File: src/rtl/wb_pkg.sv
// Shared types and default widths for the writeback arbiter slice.
package wb_pkg;
  localparam int unsigned WB_DATA_WIDTH  = 32;
  localparam int unsigned WB_RADDR_WIDTH = 5;

  typedef struct packed {
    logic [WB_DATA_WIDTH-1:0]  data;
    logic [WB_RADDR_WIDTH-1:0] rd;
  } wb_entry_t;

  typedef enum logic {
    WB_SRC_EXEC = 1'b0,
    WB_SRC_MEM  = 1'b1
  } wb_src_t;
endpackage

File: src/rtl/wb_fifo.sv
// Per-source result FIFO: power-of-two depth, DEPTH-aware count, synchronous clear.
module wb_fifo #(
  parameter int unsigned WIDTH = 37,
  parameter int unsigned DEPTH = 4
) (
  input  logic                           clk,
  input  logic                           reset,
  input  logic                           clear,
  input  logic                           push,
  input  logic                           pop,
  input  logic [WIDTH-1:0]               din,
  output logic [WIDTH-1:0]               dout,
  output logic                           full,
  output logic                           empty,
  output logic [$clog2(DEPTH+1)-1:0]     count
);
  localparam int unsigned AW = $clog2(DEPTH);
  localparam int unsigned CW = $clog2(DEPTH + 1);

  logic [WIDTH-1:0] mem [DEPTH];
  logic [AW-1:0]    wr_ptr;
  logic [AW-1:0]    rd_ptr;
  logic             do_push;
  logic             do_pop;

  assign full    = (count == CW'(DEPTH));
  assign empty   = (count == '0);
  assign do_push = push && !full && !clear;
  assign do_pop  = pop && !empty && !clear;
  assign dout    = mem[rd_ptr];

  always_ff @(posedge clk or posedge reset) begin
    if (reset) begin
      wr_ptr <= '0;
      rd_ptr <= '0;
      count  <= '0;
    end else if (clear) begin
      wr_ptr <= '0;
      rd_ptr <= '0;
      count  <= '0;
    end else begin
      if (do_push) wr_ptr <= wr_ptr + AW'(1);
      if (do_pop)  rd_ptr <= rd_ptr + AW'(1);
      if (do_push && !do_pop)      count <= count + CW'(1);
      else if (!do_push && do_pop) count <= count - CW'(1);
    end
  end

  always_ff @(posedge clk) begin
    if (do_push) mem[wr_ptr] <= din;
  end
endmodule

File: src/rtl/wb_arbiter.sv
// Register-file write-port arbiter: mem-priority over exec, registered write.
// Optional starvation guard for exec enabled by WB_STARVE_GUARD_EN.
module wb_arbiter
  import wb_pkg::*;
#(
  parameter int unsigned DATA_WIDTH   = WB_DATA_WIDTH,
  parameter int unsigned RADDR_WIDTH  = WB_RADDR_WIDTH,
  parameter int unsigned DEPTH        = 4,
  parameter int unsigned STARVE_LIMIT = 3
) (
  input  logic                   clk,
  input  logic                   reset,
  input  logic                   flush,
  input  logic                   exec_valid,
  output logic                   exec_ready,
  input  logic [DATA_WIDTH-1:0]  exec_data,
  input  logic [RADDR_WIDTH-1:0] exec_rd,
  input  logic                   mem_valid,
  output logic                   mem_ready,
  input  logic [DATA_WIDTH-1:0]  mem_data,
  input  logic [RADDR_WIDTH-1:0] mem_rd,
  output logic                   rf_we,
  output logic [RADDR_WIDTH-1:0] rf_waddr,
  output logic [DATA_WIDTH-1:0]  rf_wdata,
  output logic                   grant_mem
);
  localparam int unsigned EW = DATA_WIDTH + RADDR_WIDTH;
  localparam int unsigned CW = $clog2(DEPTH + 1);

  logic [EW-1:0]          exec_head, mem_head;
  logic                   exec_full, exec_empty, mem_full, mem_empty;
  logic [CW-1:0]          exec_count, mem_count;
  logic                   grant_exec, grant_mem_c, force_exec;
  wb_src_t                sel;
  logic [DATA_WIDTH-1:0]  sel_data;
  logic [RADDR_WIDTH-1:0] sel_rd;
  logic                   unused_counts;

  assign unused_counts = ^{exec_count, mem_count};
  assign exec_ready    = !exec_full && !flush;
  assign mem_ready     = !mem_full && !flush;

  wb_fifo #(.WIDTH(EW), .DEPTH(DEPTH)) u_exec_fifo (
    .clk(clk), .reset(reset), .clear(flush),
    .push(exec_valid && exec_ready), .pop(grant_exec),
    .din({exec_data, exec_rd}), .dout(exec_head),
    .full(exec_full), .empty(exec_empty), .count(exec_count)
  );

  wb_fifo #(.WIDTH(EW), .DEPTH(DEPTH)) u_mem_fifo (
    .clk(clk), .reset(reset), .clear(flush),
    .push(mem_valid && mem_ready), .pop(grant_mem_c),
    .din({mem_data, mem_rd}), .dout(mem_head),
    .full(mem_full), .empty(mem_empty), .count(mem_count)
  );

`ifdef WB_STARVE_GUARD_EN
  localparam int unsigned SW = $clog2(STARVE_LIMIT + 1);
  logic [SW-1:0] starve_cnt;

  // Counts cycles exec was waiting while mem took the port; saturates at the limit.
  always_ff @(posedge clk or posedge reset) begin
    if (reset) begin
      starve_cnt <= '0;
    end else if (flush || grant_exec) begin
      starve_cnt <= '0;
    end else if (grant_mem_c && !exec_empty && starve_cnt != SW'(STARVE_LIMIT)) begin
      starve_cnt <= starve_cnt + SW'(1);
    end
  end

  assign force_exec = (starve_cnt == SW'(STARVE_LIMIT));
`else
  localparam int unsigned unused_starve_limit = STARVE_LIMIT;
  assign force_exec = 1'b0;
`endif

  always_comb begin
    grant_exec  = !flush && !exec_empty && (mem_empty || force_exec);
    grant_mem_c = !flush && !mem_empty && !grant_exec;
    sel         = grant_exec ? WB_SRC_EXEC : WB_SRC_MEM;
    {sel_data, sel_rd} = (sel == WB_SRC_MEM) ? mem_head : exec_head;
  end

  // x0 entries are consumed as grants but never raise the write enable.
  always_ff @(posedge clk or posedge reset) begin
    if (reset) begin
      rf_we     <= 1'b0;
      rf_waddr  <= '0;
      rf_wdata  <= '0;
      grant_mem <= 1'b0;
    end else begin
      rf_we     <= 1'b0;
      grant_mem <= 1'b0;
      if (grant_exec || grant_mem_c) begin
        rf_we     <= (sel_rd != '0);
        rf_waddr  <= sel_rd;
        rf_wdata  <= sel_data;
        grant_mem <= grant_mem_c;
      end
    end
  end
endmodule

File: config.mk
export PLATFORM = sky130hd
export DESIGN_NAME = wb_arbiter
export DESIGN_NICKNAME = d
export VERILOG_FILES = /design/src/rtl/wb_pkg.sv /design/src/rtl/wb_fifo.sv /design/src/rtl/wb_arbiter.sv
export SDC_FILE = /design/constraint.sdc
export NUM_CORES = 1
export LEC_CHECK = 0
export ABC_CLOCK_PERIOD_IN_PS = 4300
export CORE_MARGIN = 10
export CORE_UTILIZATION = 42
export CTS_CLUSTER_DIAMETER = 80
export DETAILED_ROUTE_END_ITERATION = 10
export PLACE_DENSITY_LB_ADDON = 0.12
export RECOVER_POWER = 25
export SETUP_SLACK_MARGIN = 0.2
export SLEW_MARGIN = 25
export SYNTH_ARGS = -nofsm -noshare
export SYNTH_HDL_FRONTEND = slang
export SYNTH_SLANG_ARGS = --single-unit
File: constraint.sdc
create_clock -name clk -period 4.3 [get_ports clk]
set_clock_uncertainty 0.2 [all_clocks]
set_input_delay 1.075 -clock clk [delete_from_list [all_inputs] [get_ports clk]]
set_output_delay 1.075 -clock clk [all_outputs]
set_load 0.02 [all_outputs]
==> impl_results.md <==
- Leak: between 5 and 6 nW
- Final worst-path cycle share: 0.864
- Reg2reg start: u_exec_fifo.count[0]
- # rows: 65
- I/O pins: 120
- Port Buffers: 119
- Number of synthesized flops with an enable pin: 296
- Outcome: completed
- Slew Limit Fails: 0
- Worst Setup Path Type: in -> out
- Die W: 198 um
- Max IR drop VDD: about 0.34 mV
- Nets@finish: 899
- Pwr Total: 0.00987 W
- Clk_lat worst skew: 0.53 ns
- Core box area: 0.0314 mm^2
- Max-slew headroom: 0.345
- CP startpoint: flush
- TritonRoute pass-1 iters: 4
- GPL Wtd Cong: between 0.7 and 0.8
- Area occupied by multi-input gates: 0.00290 mm^2
- Deepest clock path buffer count: 3
- Chip height: ~200 um
- Fin Setup TNS: 0 ns
- Tmin final: 3.71 ns
- Gr usage total: 0.157
- Initial antenna violation count: 2
- Cell area after synthesis: 0.0133 mm^2
- Fraction of layout cells with a size suffix above 1: 0.203
- Yosys Warn Count: 0
- Worst Path Required: 3.02 ns
- Post-CTS setup buffer count: 0
- Routed WL: 30.2 mm
- PwrDens: 607 mW/mm^2
- Post-synthesis cell count: 664
- H-tree depth: 2
- Root Buffer: clkbuf_16
- CP max FO: 5
- Unrepaired setup endpoints after global routing: no
- Clk pin slew, worst setup/hold paths: 0.06 ns
- Vias in the first global route: around 7.4k
- Post-synthesis sequential area ratio: 0.769
- Synthesis-to-finish area growth: 22.5%
- Netlist cell types: 43
- Fill cells: 2568
- FMAX: ~270 MHz
- FF/Latch Area: 0.0102 mm^2
- Arrival @ worst endpoint: 2.44 ns
- Drt wl/cell: ~24 um
- Asr flop ratio synth: 0.152
- Iter 0 DRT Violations: 472
- Max Cap Violations: 0
- Cts hold-fix bufs: 0
- Via density per instance: 5.45
- CTS Buf Count: 37
- Main flop type after synthesis: edfxtp_1
- Detailed placer's ending HPWL: around 19 mm
- Starting density of the core: 0.423
- Final setup viols: 0
- Mapped Avg Cell Area: 20.0 um^2
- First-pass GRT wire length: 45.8 mm
- Post_cts resized: 0
- Largest stage delay, worst path: 0.64 ns
- DRC viols: 0
- Remaining antenna violation count after routing: 0
- Gr ovfl total: 0
- Slowest-stage cell, CP: clkdlybuf4s50_1
- Fin. Hold Viols: 0
- Crit path launch type: primary input
- Largest net degree at the start of global routing: 40
- Via count: 6765
- CTS tree: done
- Crit-path cells: clkdlybuf4s50_1 > a21oi_1 > clkdlybuf4s50_1
- Mapped Nets: 753
- Die Footprint: 0.0391 mm^2
- Most frequent CP cell: clkdlybuf4s50_1
- FF+latch count, synth: ~350
- Worst-Margin Slew: about 0.97 ns
- Worst Setup End Kind: output port
- Min-delay worst type: reg -> reg
- HP Start: rf_wdata[26]
- Sink Count: 349
## stage by stage
| stage | instances | utilization | area [um^2] | hold WS (ns) | setup WS, ns |
|---|---|---|---|---|---|
| after floorplan | 664 | - | 13300 | 0.303 | 0.764 |
| after global placement | 1173 | 0.482 | 15100 | 0.278 | 0.590 |
| after detailed placement | 1173 | 0.482 | 15100 | 0.291 | 0.585 |
| after CTS | 1241 | 0.518 | 16300 | 0.306 | 0.574 |
| after global routing | 1241 | 0.518 | 16300 | 0.327 | 0.510 |
| final | 1242 | 0.518 | 16300 | 0.298 | 0.586 |
## sequential cells by signal (all words and copies together) (netlist names), 3 cells and up
| signal | count |
|---|---|
| rf_waddr | 5 |
| rf_wdata | 32 |
| u_exec_fifo.count | 3 |
| u_exec_fifo.mem | 148 |
| u_mem_fifo.count | 3 |
| u_mem_fifo.mem | 148 |
## Yosys cell counts (2+ instances only)
| library cell | instances | share of area |
|---|---|---|
| and4_1 | 2 | 0.0013 |
| a21oi_1 | 13 | 0.0049 |
| o21ai_0 | 2 | 0.00075 |
| inv_1 | 11 | 0.0031 |
| buf_2 | 9 | 0.0034 |
| mux2i_1 | 4 | 0.0030 |
| o31a_1 | 4 | 0.0026 |
| nand3_1 | 17 | 0.0064 |
| edfxtp_1 | 296 | 0.67 |
| and2_1 | 6 | 0.0028 |
| mux4_2 | 75 | 0.13 |
| clkbuf_1 | 20 | 0.0057 |
| a22oi_1 | 14 | 0.0079 |
| dfrtp_1 | 53 | 0.10 |
| nor3_1 | 2 | 0.00075 |
| o22ai_1 | 19 | 0.0090 |
| nor3b_1 | 2 | 0.0011 |
| fa_1 | 2 | 0.0030 |
| ha_1 | 8 | 0.0075 |
| buf_1 | 2 | 0.00057 |
| nor2_1 | 55 | 0.016 |
| and3_1 | 6 | 0.0028 |
| nand2_1 | 20 | 0.0057 |
| buf_6 | 2 | 0.0017 |
| xor2_1 | 2 | 0.0013 |
## power breakdown
group / switching (W) / internal, W / total, W
Sequential: 0.000365 / 0.00408 / 0.00444
Combinational: 0.00129 / 0.00119 / 0.00248
Clock: 0.00125 / 0.00169 / 0.00294
## path summary, 6_finish.rpt
check | to | slack [ns] | cells past startpoint
setup / recovery | mem_ready | 0.59 | 3
hold / removal | rf_wdata[26] | 0.30 | 2
setup reg to reg | u_exec_fifo.count[2] | 1.63 | 5
hold reg to reg | rf_wdata[26] | 0.30 | 2
max in group asynchronous | rf_wdata[1] | 2.45 | 3
min in group asynchronous | rf_wdata[5] | 0.73 | 2
## layer usage
metal	wire, um	part of all wire	track usage	up-vias
li1	-	-	-	2976
met1	12800	0.43	0.202	3567
met2	15200	0.50	0.267	184
met3	1720	0.057	0.0350	38
met4	415	0.014	0.0350	0
met5	0	0	0	-
## worst max-delay path, delay by kind of cell
| family | cells | cell delay, ns |
|---|---|---|
| buf+inv | 2 | 1.14 |
| compound gates | 1 | 0.22 |
## logic make-up (layout without fill, tap and decap cells)
logic type	Yosys count	after routing	synth area share
simple gates	115	115	0.0404
compound gates	62	62	0.0320
fa+ha+maj	10	10	0.0106
buf+inv	45	220	0.0148
mux	80	80	0.131
other cells	0	1	0
xor+xnor	3	3	0.00198
flops	349	349	0.769
## layout by cell type, fill, tap and decap left out, types with 4 or more instances in the layout
cell               n
clkinv_1          11
nand2_1           19
clkbuf_1           6
clkbuf_16         37
o22ai_1           19
mux4_2            75
o31a_1             4
clkdlybuf4s50_1   70
a22oi_1           14
dlygate4sd3_1     49
edfxtp_1         296
buf_4             14
nor2_1            55
inv_1             10
ha_1               8
dfrtp_1           49
and3_2             4
and2_2             4
clkinv_2           6
mux2i_1            4
a21oi_1           12
buf_12             8
nand3_1           16
## cell type report
class	count	area share
Sequential cell	349	0.629
Timing Repair Buffer	141	0.0896
Inverter	11	0.00254
Clock inverter	23	0.00992
Antenna cell	1	0.000154
Multi-Input combinational cell	270	0.178
Tap cell	402	0.0309
Clock buffer	45	0.0600
Note: power is estimated with default switching activity, not from simulation.
==> patch: new RTL, same flow settings <==
Change the package constant `WB_DATA_WIDTH` from 32 to 48.
--- a/src/rtl/wb_pkg.sv
+++ b/src/rtl/wb_pkg.sv
@@ -1,6 +1,6 @@
 // Shared types and default widths for the writeback arbiter slice.
 package wb_pkg;
-  localparam int unsigned WB_DATA_WIDTH  = 32;
+  localparam int unsigned WB_DATA_WIDTH  = 48;
   localparam int unsigned WB_RADDR_WIDTH = 5;
 
   typedef struct packed {
Interface: changed (resized exec_data, mem_data and rf_wdata); port bits go from 120 to 168. No check against the original RTL was run, so the function may have changed too.
==> patch against the original RTL <==
Combinational power is 33% higher. Critical path type unchanged. Critical endpoint unchanged. Sequential cell count is 144 higher. Area after synthesis up 39%. Via count rose by 35%. Design area up 40%. Largest cell class unchanged. Power increased by 41%. Worst setup slack improved by 0.069 ns. Die area up 35%. Worst hold slack got worse by 0.0061 ns. Utilization up 0.76 points. Synthesized cell count is 36% higher. Wire length is 42% higher.
==> patch: results (changes against the original RTL) <==
- The synthesized net count is 1023 (+36%).
- The top fanout value on the critical path is 3 (-2).
- The met3 wirelength from detailed routing is 1.90 mm (+10%).
- The number of antenna violations at the first check in global routing is 10 (+8).
- The multi-input logic cell count is 350 (+30%).
- The share of cells above drive strength 1 is 0.202 (-0.00105).
- The portion of netlist area occupied by mux cells was 0.134 (+0.00298).
- The via count of the first global-routing pass is 9944 (+34%).
- The highest layer touched by signal routing is met5.
- After synthesis, the most frequently instantiated cells are edfxtp_1, nor2_1, mux4_2.
- In the post-synthesis netlist, the biggest area contributors are edfxtp_1, mux4_2, dfrtp_1.
- The overall routed net length is 42.8 mm (+42%).
- The global routing usage on met3 is 0.0325 (-0.00246).
- The met2 track utilization from global routing is 0.273 (+0.00599).
- The number of port buffers is 167 (+40%).
- The filler cell count came to 3473 (+35%).
- The global-route track usage on met1 is 0.212 (+0.0101).
- The post-detailed-placement half-perimeter wirelength was 27.6 mm (+46%).
- The transition time at the pin with the least slew margin is 0.696 ns (-0.278 ns).
- The DRC violation total after the first TritonRoute iteration came to 604 (+28%).
- The count of flip-flops with a built-in enable after synthesis is 424 (+43%).
- The number of nets in the finished design is 1226 (+36%).
- In this run the critical register-to-register path is launched from u_mem_fifo.count[0]$_DFFE_PP0P_.
- The first-pass GRT wire length is 64.9 mm (+42%).
- The routed length on met1 came to 18.2 mm (+42%).
- The hold path startpoint is rf_wdata[42]$_DFFE_PP0P_.
- The xor-xnor portion of the synthesized cell area came to 0.00189 (-0.0000860).
- The met2 routed wirelength is 21.7 mm (+43%).
- The antenna diode count is 5 (+4).
- The flow ran to the end, and the final reports show no timing, DRC or antenna violations.
- The share of synthesized registers carrying an async set or reset is 0.140 (-0.0119).
## patch: how the worst max path moves through the flow
stage	startpoint	endpoint	slack [ns]	depth (start not counted)
6_report	flush	mem_ready	0.66	3
5_1_grt	flush	mem_ready	0.59	3
4_1_cts	flush	mem_ready	0.64	3
2_1_floorplan	flush	u_mem_fifo.mem[0][0]$_DFFE_PP_	0.59	3
3_3_place_gp	flush	mem_ready	0.67	3
3_5_place_dp	flush	mem_ready	0.65	3
## patch: per-stage QoR
stage / util / cell area, um2 / power, uW / setup slack (ns)
after global routing: 0.526 / 22800 / 14500 / 0.594
final: 0.526 / 22800 / 13900 / 0.655
after global placement: 0.487 / 21100 / 9660 / 0.665
after detailed placement: 0.487 / 21100 / 9670 / 0.649
after CTS: 0.525 / 22800 / 14100 / 0.635
after floorplan: - / 18500 / 8200 / 0.588
## patch: worst reg2reg max path: stages, from the launching register on
cell and delay [ns]:
dfrtp_1 0.47, or3_4 0.51, o2111a_2 0.32, fa_1 0.38
mux4_2 0.44, a32o_1 0.21
